===== config.mk =====
export PLATFORM = sky130hd
export DESIGN_NAME = sys_bus_arbiter_flat
export DESIGN_NICKNAME = d
export VERILOG_FILES = /design/src/rtl/sys_bus_arbiter_if.sv /design/src/rtl/sys_bus_arbiter.sv /design/src/flat_wrapper.sv
export SDC_FILE = /design/constraint.sdc
export NUM_CORES = 1
export LEC_CHECK = 0
export CORE_MARGIN = 2
export CORE_UTILIZATION = 36
export DETAILED_ROUTE_END_ITERATION = 10
export DONT_BUFFER_PORTS = 1
export PLACE_DENSITY = 0.56
export SLEW_MARGIN = 20
export SYNTH_ARGS = -nofsm -noshare
export SYNTH_HDL_FRONTEND = slang
export SYNTH_SLANG_ARGS = --single-unit

===== constraint.sdc =====
create_clock -name clk -period 2.9 [get_ports clk]
set_clock_uncertainty 0.15 [all_clocks]
set_input_delay 0.58 -clock clk [delete_from_list [all_inputs] [get_ports clk]]
set_output_delay 0.58 -clock clk [all_outputs]
set_load 0.02 [all_outputs]

===== src/rtl/sys_bus_arbiter_if.sv =====
// Bus bundle between the two cache controllers, the arbiter and system memory.
interface sys_bus_arbiter_if #(
  parameter int unsigned AW = 32,
  parameter int unsigned DW = 32
) ();
  // Instruction-cache requester
  logic          ic_req;
  logic          ic_rw;
  logic [AW-1:0] ic_addr;
  logic [DW-1:0] ic_wdata;
  logic          ic_ack;
  // Data-cache requester
  logic          dc_req;
  logic          dc_rw;
  logic [AW-1:0] dc_addr;
  logic [DW-1:0] dc_wdata;
  logic          dc_ack;
  // Shared read data and memory port
  logic [DW-1:0] rdata;
  logic          mem_strobe;
  logic          mem_rw;
  logic [AW-1:0] mem_addr;
  logic [DW-1:0] mem_wdata;
  logic          mem_oe;
  logic [DW-1:0] mem_rdata;
  // Status
  logic          gnt_dc;
  logic          busy;

  // Arbiter side
  modport slave (
    input  ic_req, ic_rw, ic_addr, ic_wdata,
    input  dc_req, dc_rw, dc_addr, dc_wdata,
    input  mem_rdata,
    output ic_ack, dc_ack, rdata,
    output mem_strobe, mem_rw, mem_addr, mem_wdata, mem_oe,
    output gnt_dc, busy
  );

  // Requester / memory side
  modport master (
    output ic_req, ic_rw, ic_addr, ic_wdata,
    output dc_req, dc_rw, dc_addr, dc_wdata,
    output mem_rdata,
    input  ic_ack, dc_ack, rdata,
    input  mem_strobe, mem_rw, mem_addr, mem_wdata, mem_oe,
    input  gnt_dc, busy
  );
endinterface


===== src/rtl/sys_bus_arbiter.sv =====
// Round-robin arbiter sharing one system-memory port between the IC and DC
// controllers. Grant in IDLE, one-cycle strobe in ISSUE, WAIT_CYCLES wait
// states, then a one-cycle ack to the owner in DONE.
module sys_bus_arbiter #(
  parameter int unsigned AW          = 32,
  parameter int unsigned DW          = 32,
  parameter int unsigned WAIT_CYCLES = 4
) (
  input logic             clk,
  input logic             reset,
  sys_bus_arbiter_if.slave bus
);

  typedef enum logic [1:0] {
    StIdle  = 2'd0,
    StIssue = 2'd1,
    StWait  = 2'd2,
    StDone  = 2'd3
  } state_e;

  localparam logic [3:0] WaitCnt = 4'(WAIT_CYCLES);

  state_e        state_q, state_d;
  logic [3:0]    cnt_q, cnt_d;
  logic          last_dc_q, last_dc_d;
  logic          gnt_dc_q, gnt_dc_d;
  logic          rw_q, rw_d;
  logic [AW-1:0] addr_q, addr_d;
  logic [DW-1:0] wdata_q, wdata_d;
  logic [DW-1:0] rdata_q, rdata_d;
  logic          grant_dc;

  // State and datapath registers; reset leaves the DC as last owner so IC wins the first tie.
  always_ff @(posedge clk or negedge reset) begin
    if (!reset) begin
      state_q   <= StIdle;
      cnt_q     <= 4'd0;
      last_dc_q <= 1'b1;
      gnt_dc_q  <= 1'b0;
      rw_q      <= 1'b0;
      addr_q    <= '0;
      wdata_q   <= '0;
      rdata_q   <= '0;
    end else begin
      state_q   <= state_d;
      cnt_q     <= cnt_d;
      last_dc_q <= last_dc_d;
      gnt_dc_q  <= gnt_dc_d;
      rw_q      <= rw_d;
      addr_q    <= addr_d;
      wdata_q   <= wdata_d;
      rdata_q   <= rdata_d;
    end
  end

  // Next-state logic: arbitration, wait-state counting and read-data capture.
  always_comb begin
    state_d   = state_q;
    cnt_d     = cnt_q;
    last_dc_d = last_dc_q;
    gnt_dc_d  = gnt_dc_q;
    rw_d      = rw_q;
    addr_d    = addr_q;
    wdata_d   = wdata_q;
    rdata_d   = rdata_q;
    // On a tie the requester that did not own the bus last wins.
    grant_dc  = bus.dc_req && (!bus.ic_req || !last_dc_q);

    case (state_q)
      StIdle: begin
        if (bus.ic_req || bus.dc_req) begin
          gnt_dc_d = grant_dc;
          rw_d     = grant_dc ? bus.dc_rw    : bus.ic_rw;
          addr_d   = grant_dc ? bus.dc_addr  : bus.ic_addr;
          wdata_d  = grant_dc ? bus.dc_wdata : bus.ic_wdata;
          state_d  = StIssue;
        end
      end
      StIssue: begin
        cnt_d   = WaitCnt;
        state_d = StWait;
      end
      StWait: begin
        cnt_d = cnt_q - 4'd1;
        // Memory data is valid in the last wait cycle only.
        if (cnt_q == 4'd1) begin
          if (rw_q) begin
            rdata_d = bus.mem_rdata;
          end
          state_d = StDone;
        end
      end
      StDone: begin
        last_dc_d = gnt_dc_q;
        state_d   = StIdle;
      end
      default: state_d = StIdle;
    endcase
  end

  // Outputs decode from registered state, so an asynchronous reset clears them at once.
  assign bus.busy       = (state_q != StIdle);
  assign bus.mem_strobe = (state_q == StIssue);
  assign bus.mem_oe     = (state_q != StIdle) && !rw_q;
  assign bus.ic_ack     = (state_q == StDone) && !gnt_dc_q;
  assign bus.dc_ack     = (state_q == StDone) && gnt_dc_q;
  assign bus.gnt_dc     = gnt_dc_q;
  assign bus.mem_rw     = rw_q;
  assign bus.mem_addr   = addr_q;
  assign bus.mem_wdata  = wdata_q;
  assign bus.rdata      = rdata_q;

endmodule


===== src/flat_wrapper.sv =====
// flat-port wrapper written by rule: the top's interface ports become plain ports
module sys_bus_arbiter_flat 
#(
  parameter int unsigned AW          = 32,
  parameter int unsigned DW          = 32,
  parameter int unsigned WAIT_CYCLES = 4
)
  (clk, reset, bus_ic_req, bus_ic_rw, bus_ic_addr, bus_ic_wdata, bus_dc_req, bus_dc_rw, bus_dc_addr, bus_dc_wdata, bus_mem_rdata, bus_ic_ack, bus_dc_ack, bus_rdata, bus_mem_strobe, bus_mem_rw, bus_mem_addr, bus_mem_wdata, bus_mem_oe, bus_gnt_dc, bus_busy);
  sys_bus_arbiter_if #(.AW(AW), .DW(DW)) bus_i ();
  input logic clk;
  input logic reset;
  input wire logic [$bits(bus_i.ic_req)-1:0] bus_ic_req;
  input wire logic [$bits(bus_i.ic_rw)-1:0] bus_ic_rw;
  input wire logic [$bits(bus_i.ic_addr)-1:0] bus_ic_addr;
  input wire logic [$bits(bus_i.ic_wdata)-1:0] bus_ic_wdata;
  input wire logic [$bits(bus_i.dc_req)-1:0] bus_dc_req;
  input wire logic [$bits(bus_i.dc_rw)-1:0] bus_dc_rw;
  input wire logic [$bits(bus_i.dc_addr)-1:0] bus_dc_addr;
  input wire logic [$bits(bus_i.dc_wdata)-1:0] bus_dc_wdata;
  input wire logic [$bits(bus_i.mem_rdata)-1:0] bus_mem_rdata;
  output wire logic [$bits(bus_i.ic_ack)-1:0] bus_ic_ack;
  output wire logic [$bits(bus_i.dc_ack)-1:0] bus_dc_ack;
  output wire logic [$bits(bus_i.rdata)-1:0] bus_rdata;
  output wire logic [$bits(bus_i.mem_strobe)-1:0] bus_mem_strobe;
  output wire logic [$bits(bus_i.mem_rw)-1:0] bus_mem_rw;
  output wire logic [$bits(bus_i.mem_addr)-1:0] bus_mem_addr;
  output wire logic [$bits(bus_i.mem_wdata)-1:0] bus_mem_wdata;
  output wire logic [$bits(bus_i.mem_oe)-1:0] bus_mem_oe;
  output wire logic [$bits(bus_i.gnt_dc)-1:0] bus_gnt_dc;
  output wire logic [$bits(bus_i.busy)-1:0] bus_busy;
  assign bus_i.ic_req = bus_ic_req;
  assign bus_i.ic_rw = bus_ic_rw;
  assign bus_i.ic_addr = bus_ic_addr;
  assign bus_i.ic_wdata = bus_ic_wdata;
  assign bus_i.dc_req = bus_dc_req;
  assign bus_i.dc_rw = bus_dc_rw;
  assign bus_i.dc_addr = bus_dc_addr;
  assign bus_i.dc_wdata = bus_dc_wdata;
  assign bus_i.mem_rdata = bus_mem_rdata;
  assign bus_ic_ack = bus_i.ic_ack;
  assign bus_dc_ack = bus_i.dc_ack;
  assign bus_rdata = bus_i.rdata;
  assign bus_mem_strobe = bus_i.mem_strobe;
  assign bus_mem_rw = bus_i.mem_rw;
  assign bus_mem_addr = bus_i.mem_addr;
  assign bus_mem_wdata = bus_i.mem_wdata;
  assign bus_mem_oe = bus_i.mem_oe;
  assign bus_gnt_dc = bus_i.gnt_dc;
  assign bus_busy = bus_i.busy;
  sys_bus_arbiter #(.AW(AW), .DW(DW), .WAIT_CYCLES(WAIT_CYCLES)) u_core (.clk(clk), .reset(reset), .bus(bus_i));
endmodule

# ---- Yosys cells after proc, flatten, opt, wreduce, memory -nomap -nowiden
# Cells that the tools add are included.
dict set report word_totals {
  reg_bits 105
  inputBits 166
  out_inout_bits 103
}
dict set report classes {
  addsub 1
  eq_ne 6
  n_mux 7
  n_reduce_logical 16
}
# operator count
set op_table {}
lappend op_table {{two-way mux 32 bit} 2}
lappend op_table {{one-hot mux 2 bit (4 select lines)} 1}
lappend op_table {{one-hot mux 4 bit (2 select lines)} 1}
lappend op_table {{equality test 2 bit (second input constant)} 2}
lappend op_table {{equality test 4 x 1 -> 1 bit (second input constant)} 1}
lappend op_table {{logical AND 1 bit} 4}
lappend op_table {{logical NOT 1 bit} 4}
lappend op_table {{two-way mux 2 bit} 2}
lappend op_table {{inequality test 2 x 1 -> 1 bit (second input constant)} 2}
lappend op_table {{AND reduction 2 bit} 2}
lappend op_table {{nonzero test 2 bit} 2}
lappend op_table {{subtractor 4 x 1 -> 4 bit (second input constant)} 1}
lappend op_table {{AND reduction 3 bit} 1}
lappend op_table {{equality test 2 x 1 -> 1 bit (second input constant)} 1}
lappend op_table {{logical NOT 2 bit} 1}
lappend op_table {{logical OR 1 bit} 2}
lappend op_table {{two-way mux 1 bit} 1}

# ---- Logic depth before layout (Yosys ltp)
dict set report logic_depth {
  depth_word 4
  ltp_mapped 7
  depth_no_buf 5
}

# ---- Worst setup path before layout
# OpenSTA, ideal clock, no wires.
dict set report synth_path {
  kind {flip-flop to flip-flop}
  start {register u_core.cnt_q[1]}
  end {register u_core.rdata_q[0], in the netlist u_core.bus.rdata[0]}
  arrival_ns 1.589
  t_required_ns 2.625
  setup_slack_ns 1.036
  path_stages_with_launch 7
  path_buffers 1
  cell_sequence {dfrtp_1 inv_1 ha_1 or3b_4 nor2_8 buf_12 mux2_4}
}
dict set report synth_via {
  elab_chain_cells 2
}
# item line_no
set synth_rtl {}
lappend synth_rtl {{start, declared} sys_bus_arbiter.sv:24} ;# logic [3:0] cnt_q, cnt_d;
lappend synth_rtl {{start signal, assigned} sys_bus_arbiter.sv:46} ;# cnt_q <= cnt_d;
lappend synth_rtl {{equality test 4 x 1 -> 1 bit} sys_bus_arbiter.sv:86} ;# if (cnt_q == 4'd1) begin
lappend synth_rtl {{AND reduction 3 bit (no line)} n/a}
lappend synth_rtl {{end signal, assigned} sys_bus_arbiter.sv:52} ;# rdata_q <= rdata_d;
lappend synth_rtl {{end, declared} sys_bus_arbiter.sv:30} ;# logic [DW-1:0] rdata_q, rdata_d;
# Every way passes these cells.
# A chain may end at the register's enable or synchronous reset.

# ---- Worst setup path in the final report
dict set report layout_path {
  start {register u_core.state_q[0]}
  end {output bus_mem_oe}
}
dict set report layout_via {
  elab_chain_cells 2
}
# item line_no
set layout_rtl {}
lappend layout_rtl {{start, declared} sys_bus_arbiter.sv:23} ;# state_e state_q, state_d;
lappend layout_rtl {{start signal, assigned} sys_bus_arbiter.sv:36} ;# state_q <= StIdle;
lappend layout_rtl {{start signal, assigned} sys_bus_arbiter.sv:45} ;# state_q <= state_d;
lappend layout_rtl {{nonzero test 2 bit} sys_bus_arbiter.sv:104} ;# assign bus.mem_oe = (state_q != StIdle) && !rw_q;
lappend layout_rtl {{logical AND 1 bit} sys_bus_arbiter.sv:104}
lappend layout_rtl {{end, declared} flat_wrapper.sv:28} ;# output wire logic [$bits(bus_i.mem_oe)-1:0] bus_mem_oe;
# Every way passes these cells.

==> impl_metrics.csv <==
group,metric,value,unit
clock_tree,clkTransAtPathRegs,0.07,ns
grt,antenna_found_initial,0,
placed_design,placed_cells,616,
synth,syn-cell-area,4730,sq um
worst_hold_path,hp-class,"input port to asynchronous set/reset pin",
timing,slew_viol_final,0,
synth,seq_area_frac_synth,55.6,%
grt,track_usage,16.8,%
floorplanning,die_w,119,microns
setup_path,path_class,"register to primary output",
timing,fin_setup_tns,0,ns
layout,fin_cells,632,
layout,layout-drive-gt1-share,13.9,%
clock_tree,post_cts_resized,0,
clock_tree,cts-root-buf,"clkbuf_16",
detailed_routing,dr.first_iter.drc_count,155,
floorplanning,core_area,12700,sq um
timing,holdWs,-0.227,ns
power_and_ir_drop,p_total,6.69,mW
outcome,failed_checks,"hold timing",
grt,globalRouteOverflowTotal,0,
layout,syn_to_final_growth,10.6,%
synth,syn_nets,643,
power_and_ir_drop,powerDensity,1280,nW/um^2
floorplanning,fp.dieArea,14100,sq um
detailed_routing,drt_wl_total,11800,microns
floorplanning,io-pin-count,269,
timing,timing_hold_violations_final,105,
setup_path,arrival,1.56,ns
clock_tree,clock_latency,0.35,ns
setup_path,crit_required,2.17,ns
setup_path,cp-end-kind,"primary output",
grt,grt_max_degree,106,
setup_path,crit_path_max_fanout,6,
clock_tree,numClockSinks,105,
layout,final_nets,627,
clock_tree,clk_path_buf_depth,2,
placed_design,hpwlAfterDp,8450,microns
grt,grt_pass1_wl,18700,microns
placed_design,port_buffers,0,
floorplanning,die_h,119,microns
outcome,status,"complete, but fails checks",
detailed_routing,antenna_left,0,
layout,fin_util,41.1,%
synth,ys_types,26,
timing,slew_headroom,51.0,%
timing,setup_viol,0,
timing,timing.final.crit_share,78.9,%
floorplanning,rows,41,
synth,synth_cells,471,
detailed_routing,drc,0,
clock_tree,cts_tree,"yes",
detailed_routing,dr.pass1.iters,4,
detailed_routing,vias,3342,
timing,period_minus_slack,2.29,ns
power_and_ir_drop,power.leakage,2.33,nW
flow_run,maxCapViolCount,0,
setup_path,start_kind,"register",
clock_tree,cts_max_level,3,
detailed_routing,wl_per_cell,18.7,microns
setup_path,rr_startpoint,"u_core.state_q[0]",
detailed_routing,vias_per_cell,5.29,
timing,worst_pin_slew,0.733,ns
setup_path,startpoint,"u_core.state_q[0]",
floorplanning,start_util,37.2,%
layout,insertedDiodeCount,0,
synth,yosys_register_bits,105,
power_and_ir_drop,ir_drop,0.419,mV
clock_tree,cts_buffers,9,
timing,rsz0062_at_grt,"no",
synth,yosysWarningCount,0,
placed_design,gp_congestion,0.785,
timing,timing.fmax,437,MHz
grt,grt_pass1_vias,3404,
layout,num-fill-cells,1235,
synth,syn_area_per_cell,10.0,sq um
-- per-layer routing --
layer | GRT usage (%) | routed length [microns] | vias up
met4 | 8.93 | 412 | 0
li1 | - | - | 1547
met1 | 19.7 | 4590 | 1599
met3 | 4.30 | 872 | 25
met5 | 0 | 0 | -
met2 | 28.1 | 5960 | 171
-- per-stage QoR --
stage	cell area [sq um]	setup slack [ns]	hold slack, ns
floorplan	4730	1.04	0.134
global placement	4880	0.885	0.137
detailed placement	4880	0.775	0.136
CTS	5230	0.605	-0.245
global route	5230	0.569	-0.248
finish	5230	0.612	-0.227
-- critical path, stage by stage (launching register included) --
cell and delay [ns]:
dfrtp_1 0.40, inv_1 0.09, ha_1 0.30, nor2_1 0.43
-- kinds of logic after synthesis --
family | share of synthesized area [%]
AND/OR/NAND/NOR | 12.4
AO/OA/AOI/OAI | 15.5
flip-flops | 55.6
buffers and inverters | 4.50
multiplexers | 10.5
adder cells (fa/ha/maj) | 1.59
-- final timing paths --
path | to | slack [ns] | cells after the start
max | bus_mem_oe | 0.61 | 3
min | u_core.bus.rdata[23] | -0.23 | 0
max reg2reg | u_core.bus.mem_wdata[29] | 0.79 | 6
min reg2reg | u_core.cnt_q[3] | 0.41 | 2
max in group asynchronous | u_core.last_dc_q | 2.62 | 0
min in group clk | u_core.bus.mem_addr[3] | 0.20 | 2
-- registers in the layout, indices dropped and copies added (netlist names) --
name,count
u_core.bus.mem_addr,32
u_core.bus.mem_wdata,32
u_core.bus.rdata,32
u_core.cnt_q,4
u_core.state_q,2
u_core.bus.gnt_dc,1
u_core.bus.mem_rw,1
u_core.last_dc_q,1
-- layout make-up --
type	count	area (sq um)	area share [%]
clock buffer	9	225	4.31
clock inverter	7	118	2.25
inverter	6	22.5	0.431
multi-input combinational	327	1910	36.5
sequential	105	2630	50.3
tap	172	215	4.12
timing repair buffer	6	108	2.06
-- repair_timing --
action,CTS,global route
setup buffers,0,0
endpoints found under the setup margin,0,0
hold endpoints to repair,105,105
-- cells in the mapped netlist --
cell	count	share of area, %
a21bo_2	1	0.21
a21boi_0	1	0.16
a21oi_1	131	14
a22oi_1	1	0.16
and2_1	1	0.13
buf_12	3	1.3
buf_2	14	1.5
clkbuf_1	16	1.3
dfrtp_1	104	55
dfstp_2	1	0.56
ha_1	6	1.6
inv_1	6	0.48
mux2_2	4	0.95
mux2_4	30	9.5
nand2_1	67	5.3
nand3_1	4	0.42
nand3b_1	1	0.16
nor2_1	68	5.4
nor2_8	1	0.42
nor2b_1	1	0.13
o21a_1	1	0.16
o21ai_0	5	0.53
o221ai_1	1	0.19
o22a_1	1	0.19
or3_2	1	0.16
or3b_4	1	0.24
-- power by group --
group          leakage (nW)  switching, mW  total (mW)  internal [mW]
sequential             1.25           1.34        3.49           2.15
combinational         0.915          0.986        1.79          0.807
clock                 0.170          0.555        1.40          0.846
total                  2.33           2.88        6.69           3.81
-- placed cells by master (no fill, tap or decap), types with 4 or more instances in the layout --
master | Yosys | routed
mux2_4 | 30 | 30
ha_1 | 6 | 6
dfrtp_1 | 104 | 104
nand2_1 | 67 | 67
clkbuf_16 | 0 | 9
nand3_1 | 4 | 4
o21ai_0 | 5 | 4
mux2_2 | 4 | 4
a21oi_1 | 131 | 131
nor2_1 | 68 | 68
inv_1 | 6 | 6
buf_12 | 3 | 5
No activity file was read; power rests on OpenSTA's default activity.
